$ cat config.mk
export PLATFORM = sky130hd
export DESIGN_NAME = lut_layer_sequencer_flat
export DESIGN_NICKNAME = d
export VERILOG_FILES = /design/src/rtl/lut_layer_sequencer_pkg.sv /design/src/rtl/lut_layer_sequencer_if.sv /design/src/rtl/lut_layer_sequencer_bank.sv /design/src/rtl/lut_layer_sequencer.sv /design/src/flat_wrapper.sv
export SDC_FILE = /design/constraint.sdc
export NUM_CORES = 2
export LEC_CHECK = 0
export BUFFER_PORTS_ARGS = -buffer_cell sky130_fd_sc_hd__buf_2
export CAP_MARGIN = 25
export CORE_UTILIZATION = 44
export DETAILED_ROUTE_END_ITERATION = 10
export SETUP_SLACK_MARGIN = 0.15
export SYNTH_ARGS = -nofsm -noshare
export SYNTH_HDL_FRONTEND = slang
export SYNTH_SLANG_ARGS = --single-unit
$ cat constraint.sdc
create_clock -name clk -period 4.1 [get_ports clk]
set_input_delay 0.41 -clock clk [delete_from_list [all_inputs] [get_ports clk]]
set_output_delay 0.41 -clock clk [all_outputs]
set_load 0.02 [all_outputs]
$ cat src/rtl/lut_layer_sequencer_pkg.sv
// Shared types, sizing helpers and fixed connectivity for the LUT layer sequencer.
package lut_layer_pkg;

  // Sequencer control states.
  typedef enum logic [1:0] {
    IDLE = 2'd0,
    RUN  = 2'd1,
    DONE = 2'd2
  } seq_state_e;

  // Default layer shape.
  localparam int DEF_IN_BITS     = 64;
  localparam int DEF_NEURONS     = 16;
  localparam int DEF_FAN_IN      = 6;
  localparam int DEF_TABLE_DEPTH = 2 ** DEF_FAN_IN;
  // One extra code point beyond the table so an out-of-range address is
  // always expressible on the config port and can be rejected.
  localparam int DEF_CFG_AW      = $clog2(DEF_NEURONS * DEF_TABLE_DEPTH + 1);

  // Truth-table depth for a given fan-in.
  function automatic int table_depth(input int fan_in);
    return 2 ** fan_in;
  endfunction

  // Config address width for a given layer shape.
  function automatic int cfg_addr_w(input int neurons, input int fan_in);
    return $clog2(neurons * (2 ** fan_in) + 1);
  endfunction

  // Input-vector bit feeding input j of neuron n.
  function automatic int fanin_index(input int n, input int j, input int fan_in, input int in_bits);
    return (n * fan_in + j) % in_bits;
  endfunction

endpackage

$ cat src/rtl/lut_layer_sequencer_if.sv
// Layer-level valid/ready stream bundle: input vector in, neuron outputs out.
interface lut_layer_sequencer_if
  import lut_layer_pkg::*;
#(
  parameter int IN_BITS = DEF_IN_BITS,
  parameter int NEURONS = DEF_NEURONS
) ();

  logic               s_valid;
  logic               s_ready;
  logic [IN_BITS-1:0] s_data;
  logic               m_valid;
  logic               m_ready;
  logic [NEURONS-1:0] m_data;

  // Environment side: produces input vectors, consumes output vectors.
  modport master (
    output s_valid, s_data, m_ready,
    input  s_ready, m_valid, m_data
  );

  // Sequencer side.
  modport slave (
    input  s_valid, s_data, m_ready,
    output s_ready, m_valid, m_data
  );

endinterface

$ cat src/rtl/lut_layer_sequencer_bank.sv
// Truth-table storage: one bit per (neuron, index), single write port,
// combinational single-bit read.
module lut_table_bank
  import lut_layer_pkg::*;
#(
  parameter int NEURONS = DEF_NEURONS,
  parameter int FAN_IN  = DEF_FAN_IN,
  parameter int NIDX_W  = $clog2(NEURONS),
  parameter int CFG_AW  = cfg_addr_w(NEURONS, FAN_IN)
) (
  input  logic              clk,
  input  logic              rst_n,
  input  logic              wr_en,
  input  logic [CFG_AW-1:0] wr_addr,
  input  logic              wr_bit,
  input  logic [NIDX_W-1:0] rd_neuron,
  input  logic [FAN_IN-1:0] rd_index,
  output logic              rd_bit
);

  localparam int DEPTH  = table_depth(FAN_IN);
  localparam int TOTAL  = NEURONS * DEPTH;
  localparam int BIT_AW = $clog2(TOTAL);

  logic [TOTAL-1:0] bits_q;
  logic [TOTAL-1:0] bits_d;

  // Apply a write only when enabled and the address lands inside the table.
  always_comb begin
    bits_d = bits_q;
    if (wr_en && (wr_addr < CFG_AW'(TOTAL))) begin
      bits_d[wr_addr[BIT_AW-1:0]] = wr_bit;
    end else begin
      bits_d = bits_q;
    end
  end

  // Table flops; every entry clears on reset.
  always_ff @(posedge clk or negedge rst_n) begin
    if (!rst_n) begin
      bits_q <= {TOTAL{1'b0}};
    end else begin
      bits_q <= bits_d;
    end
  end

  // Depth is a power of two, so {neuron, index} is the flat address.
  assign rd_bit = bits_q[{rd_neuron, rd_index}];

endmodule

$ cat src/rtl/lut_layer_sequencer.sv
// Serial evaluator for one layer of FAN_IN-input truth-table neurons: latches
// an input vector, walks every neuron through a shared table lookup, and
// presents the assembled output vector on a valid/ready handshake.
module lut_layer_sequencer
  import lut_layer_pkg::*;
#(
  parameter int IN_BITS = DEF_IN_BITS,
  parameter int NEURONS = DEF_NEURONS,
  parameter int FAN_IN  = DEF_FAN_IN,
  parameter int CFG_AW  = cfg_addr_w(NEURONS, FAN_IN)
) (
  input  logic                   clk,
  input  logic                   rst_n,
  lut_layer_sequencer_if.slave   bus,
  input  logic                   cfg_we,
  input  logic [CFG_AW-1:0]      cfg_addr,
  input  logic                   cfg_bit,
  output logic                   cfg_ready,
  output logic                   busy
);

  localparam int NIDX_W = $clog2(NEURONS);
  localparam logic [NIDX_W-1:0] LAST_NIDX = NIDX_W'(NEURONS - 1);

  seq_state_e         state_q, state_d;
  logic [IN_BITS-1:0] in_reg_q, in_reg_d;
  logic [NIDX_W-1:0]  nidx_q, nidx_d;
  logic [NEURONS-1:0] m_data_q, m_data_d;

  logic [NEURONS-1:0][FAN_IN-1:0] taps_s;
  logic [FAN_IN-1:0]              lut_index_s;
  logic                           lut_bit_s;
  logic                           idle_s;

  // Fixed wiring: gather each neuron's inputs from the latched vector.
  for (genvar gn = 0; gn < NEURONS; gn++) begin : g_neuron
    for (genvar gj = 0; gj < FAN_IN; gj++) begin : g_tap
      assign taps_s[gn][gj] = in_reg_q[fanin_index(gn, gj, FAN_IN, IN_BITS)];
    end
  end

  assign lut_index_s = taps_s[nidx_q];
  assign idle_s      = (state_q == IDLE);

  lut_table_bank #(
    .NEURONS (NEURONS),
    .FAN_IN  (FAN_IN),
    .NIDX_W  (NIDX_W),
    .CFG_AW  (CFG_AW)
  ) u_bank (
    .clk       (clk),
    .rst_n     (rst_n),
    .wr_en     (cfg_we & idle_s),
    .wr_addr   (cfg_addr),
    .wr_bit    (cfg_bit),
    .rd_neuron (nidx_q),
    .rd_index  (lut_index_s),
    .rd_bit    (lut_bit_s)
  );

  // Next-state and datapath updates for accept / walk / hand-off.
  always_comb begin
    state_d  = state_q;
    in_reg_d = in_reg_q;
    nidx_d   = nidx_q;
    m_data_d = m_data_q;
    case (state_q)
      IDLE: begin
        if (bus.s_valid) begin
          in_reg_d = bus.s_data;
          nidx_d   = {NIDX_W{1'b0}};
          m_data_d = {NEURONS{1'b0}};
          state_d  = RUN;
        end else begin
          state_d  = IDLE;
        end
      end
      RUN: begin
        m_data_d[nidx_q] = lut_bit_s;
        if (nidx_q == LAST_NIDX) begin
          state_d = DONE;
        end else begin
          nidx_d  = nidx_q + NIDX_W'(1'b1);
        end
      end
      DONE: begin
        if (bus.m_ready) begin
          state_d = IDLE;
        end else begin
          state_d = DONE;
        end
      end
      default: begin
        state_d = IDLE;
      end
    endcase
  end

  // Sequencer state, latched vector, neuron counter and output register.
  always_ff @(posedge clk or negedge rst_n) begin
    if (!rst_n) begin
      state_q  <= IDLE;
      in_reg_q <= {IN_BITS{1'b0}};
      nidx_q   <= {NIDX_W{1'b0}};
      m_data_q <= {NEURONS{1'b0}};
    end else begin
      state_q  <= state_d;
      in_reg_q <= in_reg_d;
      nidx_q   <= nidx_d;
      m_data_q <= m_data_d;
    end
  end

  assign bus.s_ready = idle_s;
  assign cfg_ready   = idle_s;
  assign bus.m_valid = (state_q == DONE);
  assign busy        = (state_q == RUN) || (state_q == DONE);
  assign bus.m_data  = m_data_q;

endmodule

$ cat src/flat_wrapper.sv
// flat-port wrapper written by rule: the top's interface ports become plain ports
module lut_layer_sequencer_flat import lut_layer_pkg::*;
#(
  parameter int IN_BITS = DEF_IN_BITS,
  parameter int NEURONS = DEF_NEURONS,
  parameter int FAN_IN  = DEF_FAN_IN,
  parameter int CFG_AW  = cfg_addr_w(NEURONS, FAN_IN)
)
  (clk, rst_n, cfg_we, cfg_addr, cfg_bit, cfg_ready, busy, bus_s_valid, bus_s_data, bus_m_ready, bus_s_ready, bus_m_valid, bus_m_data);
  lut_layer_sequencer_if #(.IN_BITS(IN_BITS), .NEURONS(NEURONS)) bus_i ();
  input  logic clk;
  input  logic rst_n;
  input  logic cfg_we;
  input  logic [CFG_AW-1:0] cfg_addr;
  input  logic cfg_bit;
  output logic cfg_ready;
  output logic busy;
  input wire logic [$bits(bus_i.s_valid)-1:0] bus_s_valid;
  input wire logic [$bits(bus_i.s_data)-1:0] bus_s_data;
  input wire logic [$bits(bus_i.m_ready)-1:0] bus_m_ready;
  output wire logic [$bits(bus_i.s_ready)-1:0] bus_s_ready;
  output wire logic [$bits(bus_i.m_valid)-1:0] bus_m_valid;
  output wire logic [$bits(bus_i.m_data)-1:0] bus_m_data;
  assign bus_i.s_valid = bus_s_valid;
  assign bus_i.s_data = bus_s_data;
  assign bus_i.m_ready = bus_m_ready;
  assign bus_s_ready = bus_i.s_ready;
  assign bus_m_valid = bus_i.m_valid;
  assign bus_m_data = bus_i.m_data;
  lut_layer_sequencer #(.IN_BITS(IN_BITS), .NEURONS(NEURONS), .FAN_IN(FAN_IN), .CFG_AW(CFG_AW)) u_core (.clk(clk), .rst_n(rst_n), .bus(bus_i), .cfg_we(cfg_we), .cfg_addr(cfg_addr), .cfg_bit(cfg_bit), .cfg_ready(cfg_ready), .busy(busy));
endmodule
==> Yosys cells after proc, flatten, opt, wreduce, memory -nomap -nowiden <==
Cells that the tools add are included.
{ "totals": {"ram_bits": 0, "memories": 0, "out_inout_bits": 20, "latch_bits": 0, "register_bits": 1110, "in_bits": 81, "romBits": 0, "wordCells": 47} }
{ "op_classes": {"n_lt_le_gt_ge": 6, "div_mod_pow": 0, "mul": 0, "reduce_logical": 9, "shift": 0, "eq_ne": 6, "n_mux": 19, "bitwise_logic": 1, "n_addsub": 1} }
{ "ops": {"columns": ["op", "count"], "rows": [
  ["$bwmux W1024", 1],
  ["$pmux W16 S2", 1],
  ["$bmux W6 S4", 1],
  ["$lt A10 B11 Y1 const B", 2],
  ["$bwmux W16", 1],
  ["$mux W16", 1],
  ["$lt A11 B11 Y1 const B", 1],
  ["$bmux W1 S10", 1],
  ["$demux W1 S10", 1],
  ["$ge A10 B1 Y1 const B", 1],
  ["$mux W4", 2],
  ["$pmux W4 S2", 1],
  ["$mux W6", 1],
  ["$pmux W2 S3", 1],
  ["$lt A4 B5 Y1 const B", 1],
  ["$add A4 B1 Y4 const B", 1],
  ["$demux W1 S4", 1],
  ["$eq A4 B4 Y1 const B", 1],
  ["$ge A4 B1 Y1 const B", 1],
  ["$mux W1", 4],
  ["$mux W2", 2],
  ["$ne A2 B2 Y1 const B", 2],
  ["$reduce_and A2 Y1", 2],
  ["$logic_and A1 B1 Y1", 3],
  ["8 further kinds", 8]
]} }

==> Logic depth before layout (Yosys ltp) <==
{ "logic_depth": {"ltp_word": 6, "depth_mapped": 19, "depth_no_buf": 11} }

==> Cells and area by module <==
From an unflattened synthesis, not the netlist that was laid out.
{ "hier_totals": {"cells_unflattened": 5856, "hier_area_um2": 55454.4} }
{ "modules_own_cells": {"columns": ["module", "cells_each", "area_each_um2", "instances"], "rows": [
  ["lut_table_bank", 5541, 51106.5, 1],
  ["lut_layer_sequencer", 315, 4347.9, 1]
]} }

==> Least setup slack after synthesis <==
OpenSTA, ideal clock, no wires.
{ "synth_timing": {"kind": "register -> register", "startpoint": "register u_core.nidx_q[0]", "endpoint": "register u_core.m_data_q[0], in the netlist u_core.bus.m_data[0]", "t_arrival_ps": 3412, "setup_slack_ps": 604, "stages_incl_launch_ff": 14, "path_cell_list": "dfrtp_1 mux4_1 a2bb2oi_2 a22o_4 buf_6 buf_8 buf_12 mux2i_1 a32o_1 a2111oi_2 a2111oi_0 nor4b_1 o2111ai_2 o22ai_1"} }
{ "synth_between": {"elab_chain_cells": 6} }
{ "synth_rtl": {"columns": ["item", "line_no", "text"], "rows": [
  ["start: declaration", "lut_layer_sequencer.sv:27", "logic [NIDX_W-1:0] nidx_q, nidx_d;"],
  ["start signal: assignment", "lut_layer_sequencer.sv:104", "nidx_q <= {NIDX_W{1'b0}};"],
  ["start signal: assignment", "lut_layer_sequencer.sv:109", "nidx_q <= nidx_d;"],
  ["$bmux W6 S4 (tied with other cells)", "lut_layer_sequencer.sv:42", "assign lut_index_s = taps_s[nidx_q];"],
  ["$mux W6 (not written as such) / $logic_and A1 B1 Y1 (equally long branches)", "lut_layer_sequencer.sv:42, lut_layer_sequencer.sv:79", null],
  ["$bmux W1 S10 / $mux W1 (equally long branches)", "lut_layer_sequencer_bank.sv:48, lut_layer_sequencer.sv:79", null],
  ["$mux W1 (not written as such) / $demux W1 S4 (equally long branches)", null, null],
  ["$bwmux W16 *", "lut_layer_sequencer.sv:79", "m_data_d[nidx_q] = lut_bit_s;"],
  ["$pmux W16 S2 *", "lut_layer_sequencer.sv:67", "case (state_q)"],
  ["end signal: assignment", "lut_layer_sequencer.sv:105", "m_data_q <= {NEURONS{1'b0}};"],
  ["end signal: assignment", "lut_layer_sequencer.sv:110", "m_data_q <= m_data_d;"],
  ["end: declaration", "lut_layer_sequencer.sv:28", "logic [NEURONS-1:0] m_data_q, m_data_d;"]
]} }
Every way passes the cells marked *; elsewhere a longest branch is shown, timed or not. The select of a mux whose other input is x is not followed.
A chain may end at the register's enable or synchronous reset.

==> Worst setup path after layout <==
{ "layout_timing": {"startpoint": "register u_core.nidx_q[0]", "endpoint": "register u_core.m_data_q[2], in the netlist u_core.bus.m_data[2]"} }
The elaborated chain is that of the path after synthesis.

==> run summary <==
critical path data arrival time: 4.95 ns
Hold Crit Class: in2reg
Worst-path clk slew: 0.06 ns
share of cells above drive strength 1: 17.4%
CP Max Fanout: 8
synth warn: 0
Die W: 362 microns
largest family of logic cells by synthesized area: simple AND/OR/NAND/NOR gates
Async S/R FF share, synth: 100%
clk sinks: 1110
Setup crit start kind: register
count of flip-flops with a built-in enable after synthesis: 0
FP Rows: 131
Primary FF master, synth: dfrtp_1
slew at the pin closest to its max-slew limit: 1.15 ns
met3 global-route usage: 14.3%
Routed Antenna Nets: 0
met2 Usage GRT: 57.3%
grt met1 use: 56.2%
largest net degree at the start of global routing: 145
Design Area, Final: 69700 sq um
RSZ-0062 raised after global routing: yes
global-route wire length before repair: 399000 microns
via count: 60200
Initial Util: 44.5%
vias per cell: 6.64
die footprint: 131000 sq um
CTS HTree Levels: 4
global route overflow: 0
CORE AREA: 128000 sq um
hold violation total from the final report: 0
clk_skew: 0.0228 ns
Max Cap Viol: 0
peak supply drop: 762 uV
Setup Crit Path Kind: reg2reg
worst skew pair latency: 0.78 ns
Die Y-Extent: 362 microns
GP Congestion: 0.988
area grow syn2layout: 22.3%
Initial DRT Pass Iterations: 8
multiplexer area fraction after synthesis: 5.59%
r2r setup slk: -0.14 ns
Worst Hold End: u_core.u_bank.bits_q[973]
min Tclk post-route: 4.24 ns
Seq/Total Area, Yosys: 48.8%
1st-iter DRT viols: 10900
synthesized cell area: 57000 sq um
commonest cells after routing, fill and taps aside: nand2_1, nand3_1, dfrtp_1, o21ai_0, buf_4
reg2reg end: u_core.bus.m_data[2]
Residual DRC: 0
Mapped Nets: 7074
Slew HR: 23.3%
CTS Buffer Depth: 3
count of state elements after synthesis: 1110
Tot GR Track Use: 41.7%
status: finished, violations left
Mean Syn Cell Area: 8.16 sq um
PortBufs: 100
Post-Synth XOR/XNOR Area: 0%
most common library cell in the layout ignoring fill and taps: nand2_1
LEAKAGE: 34.4 nW
final slew viol count: 0
hold path depth: 3
Post-Synthesis Cells: 6986
post-synthesis simple-gate area fraction: 26.8%
busiest grt layer: met2
R2R Path Start: u_core.nidx_q[0]
Yosys cell types: 79
Routed WL: 279000 microns
CP Capture Type: register
CTS tree: built
IO Pins: 101
post-synthesis adder-cell area fraction: 0.154%
Area after DPL: 62700 sq um
Synth Area in Compound Gates: 13.4%
antenna violations before repair: 30
failing checks: setup timing
DP HPWL: 161000 microns
final worst-path cycle share: 103%
setup ws final: -0.141 ns
CTS buffer count: 132
WL per Instance: 30.8 microns
Post-Place Worst Slack: -0.633 ns
R2R depth: 16
pwr dens: 724 nW/um^2
# nets final: 7289
endpoints failing setup: 16
vias in the first global route: 55900
max frequency: 236 MHz
hold path start: cfg_bit
clk root buf: clkbuf_16
Crit path required time: 4.81 ns
worst max-delay path: stages (launching register included):
cell and delay (ns):
dfrtp_2 0.46, buf_6 0.15, mux4_2 0.53, a2bb2oi_4 0.18
a22o_4 0.36, buf_16 0.21, buf_4 0.17, mux2i_1 0.16
a221oi_2 0.33, a311oi_1 0.09, a311oi_2 0.22, a31oi_1 0.12
buf_4 0.17, o211ai_1 0.32, o2111ai_4 0.28, buf_12 0.22
o22ai_2 0.16
metrics by stage:
| step | hold WS (ns) | cells | power (W) | setup TNS [ns] | util, % |
|---|---|---|---|---|---|
| 2_1_floorplan | 0.114 | 6986 | 0.0221 | 0 | - |
| 3_3_place_gp | 0.483 | 8661 | 0.0335 | -7.32 | 49.0 |
| 3_5_place_dp | 0.485 | 8662 | 0.0335 | -7.32 | 49.0 |
| 4_1_cts | 0.0521 | 9002 | 0.0478 | -0.373 | 53.7 |
| 5_1_grt | 0.0745 | 9039 | 0.0512 | -2.41 | 54.4 |
| 6_report | 0.0696 | 9054 | 0.0505 | -1.72 | 54.4 |
where the power goes:
group	internal, W	leakage [nW]	switching [W]
sequential	0.0114	15.4	0.000382
clock	0.00700	2.13	0.00504
combinational	0.0104	16.9	0.0162
Yosys cell counts (5+ instances only):
cell type / n / area [sq um]
a2111oi_0: 9 / 78.8
a211oi_1: 12 / 90.1
a21boi_0: 7 / 52.6
a21oi_1: 93 / 465
a221oi_1: 13 / 114
a22o_1: 5 / 43.8
a22oi_1: 10 / 75.1
a311oi_1: 14 / 123
a31oi_1: 31 / 194
a32o_1: 6 / 60.1
a32oi_1: 29 / 254
a41o_1: 5 / 50.1
and2_1: 8 / 50.1
and3_1: 33 / 206
buf_1: 22 / 82.6
buf_2: 96 / 480
buf_4: 24 / 180
buf_6: 6 / 67.6
clkbuf_1: 556 / 2090
dfrtp_1: 1110 / 27800
ha_1: 7 / 87.6
inv_1: 21 / 78.8
mux2_2: 76 / 856
mux2i_1: 146 / 1460
mux4_2: 35 / 788
nand2_1: 1836 / 6890
nand2b_1: 5 / 31.3
nand3_1: 1353 / 6770
nand4_1: 46 / 288
nor2_1: 131 / 492
nor2b_1: 9 / 56.3
nor3_1: 18 / 90.1
nor3b_1: 5 / 37.5
nor4_1: 14 / 87.6
o2111ai_1: 7 / 61.3
o211ai_1: 8 / 60.1
o21ai_0: 1076 / 5390
o21ai_1: 6 / 30.0
o22ai_1: 21 / 131
o31ai_1: 7 / 52.6
or2_2: 6 / 37.5
flip-flops by register name, summed over array words and instances (netlist names):
register / flops
u_core.nidx_q: 4
u_core.in_reg_q: 64
u_core.state_q: 2
u_core.bus.m_data: 16
u_core.u_bank.bits_q: 1024
timing repair:
| action | 4_1_cts | 5_1_grt |
|---|---|---|
| setup buffers | 27 | 26 |
| cloned | 11 | 3 |
| endpoints found under the hold margin | 109 | 0 |
| pin swaps | 19 | 29 |
| gates resized for setup | 98 | 115 |
| hold buffers | 67 | 0 |
| endpoints found under the setup margin | 16 | 16 |
kinds of logic after synthesis:
group	after synthesis
flops	1110
fa+ha+maj	7
mux	261
buf+inv	730
compound gates	1388
simple gates	3490
layout make-up:
type / count / area (sq um)
fill: 11600 / 58300
sequential: 1110 / 27800
multi-input combinational: 5147 / 27400
timing repair buffer: 787 / 7850
clock buffer: 197 / 3880
tap: 1729 / 2160
clock inverter: 39 / 457
inverter: 23 / 86.3
antenna: 22 / 55.1
layer usage:
layer,share of wire (%),vias up,routed length (microns)
li1,-,24600,-
met5,0.072,-,200
met2,41,5047,114000
met1,37,29400,103000
met4,7.0,12,19400
met3,15,1149,42800
worst max path at each step:
stage                startpoint               endpoint  slack, ns  cells after the start
3_5_place_dp   u_core.nidx_q[0]   u_core.bus.m_data[7]      -0.63                     17
4_1_cts        u_core.nidx_q[0]  u_core.bus.m_data[14]      -0.08                     20
6_report       u_core.nidx_q[0]   u_core.bus.m_data[2]      -0.14                     16
2_1_floorplan  u_core.nidx_q[0]   u_core.bus.m_data[0]       0.60                     13
5_1_grt        u_core.nidx_q[0]   u_core.bus.m_data[2]      -0.23                     16
3_3_place_gp   u_core.nidx_q[0]   u_core.bus.m_data[5]      -0.62                     17
Note: power is estimated with default switching activity, not from simulation.
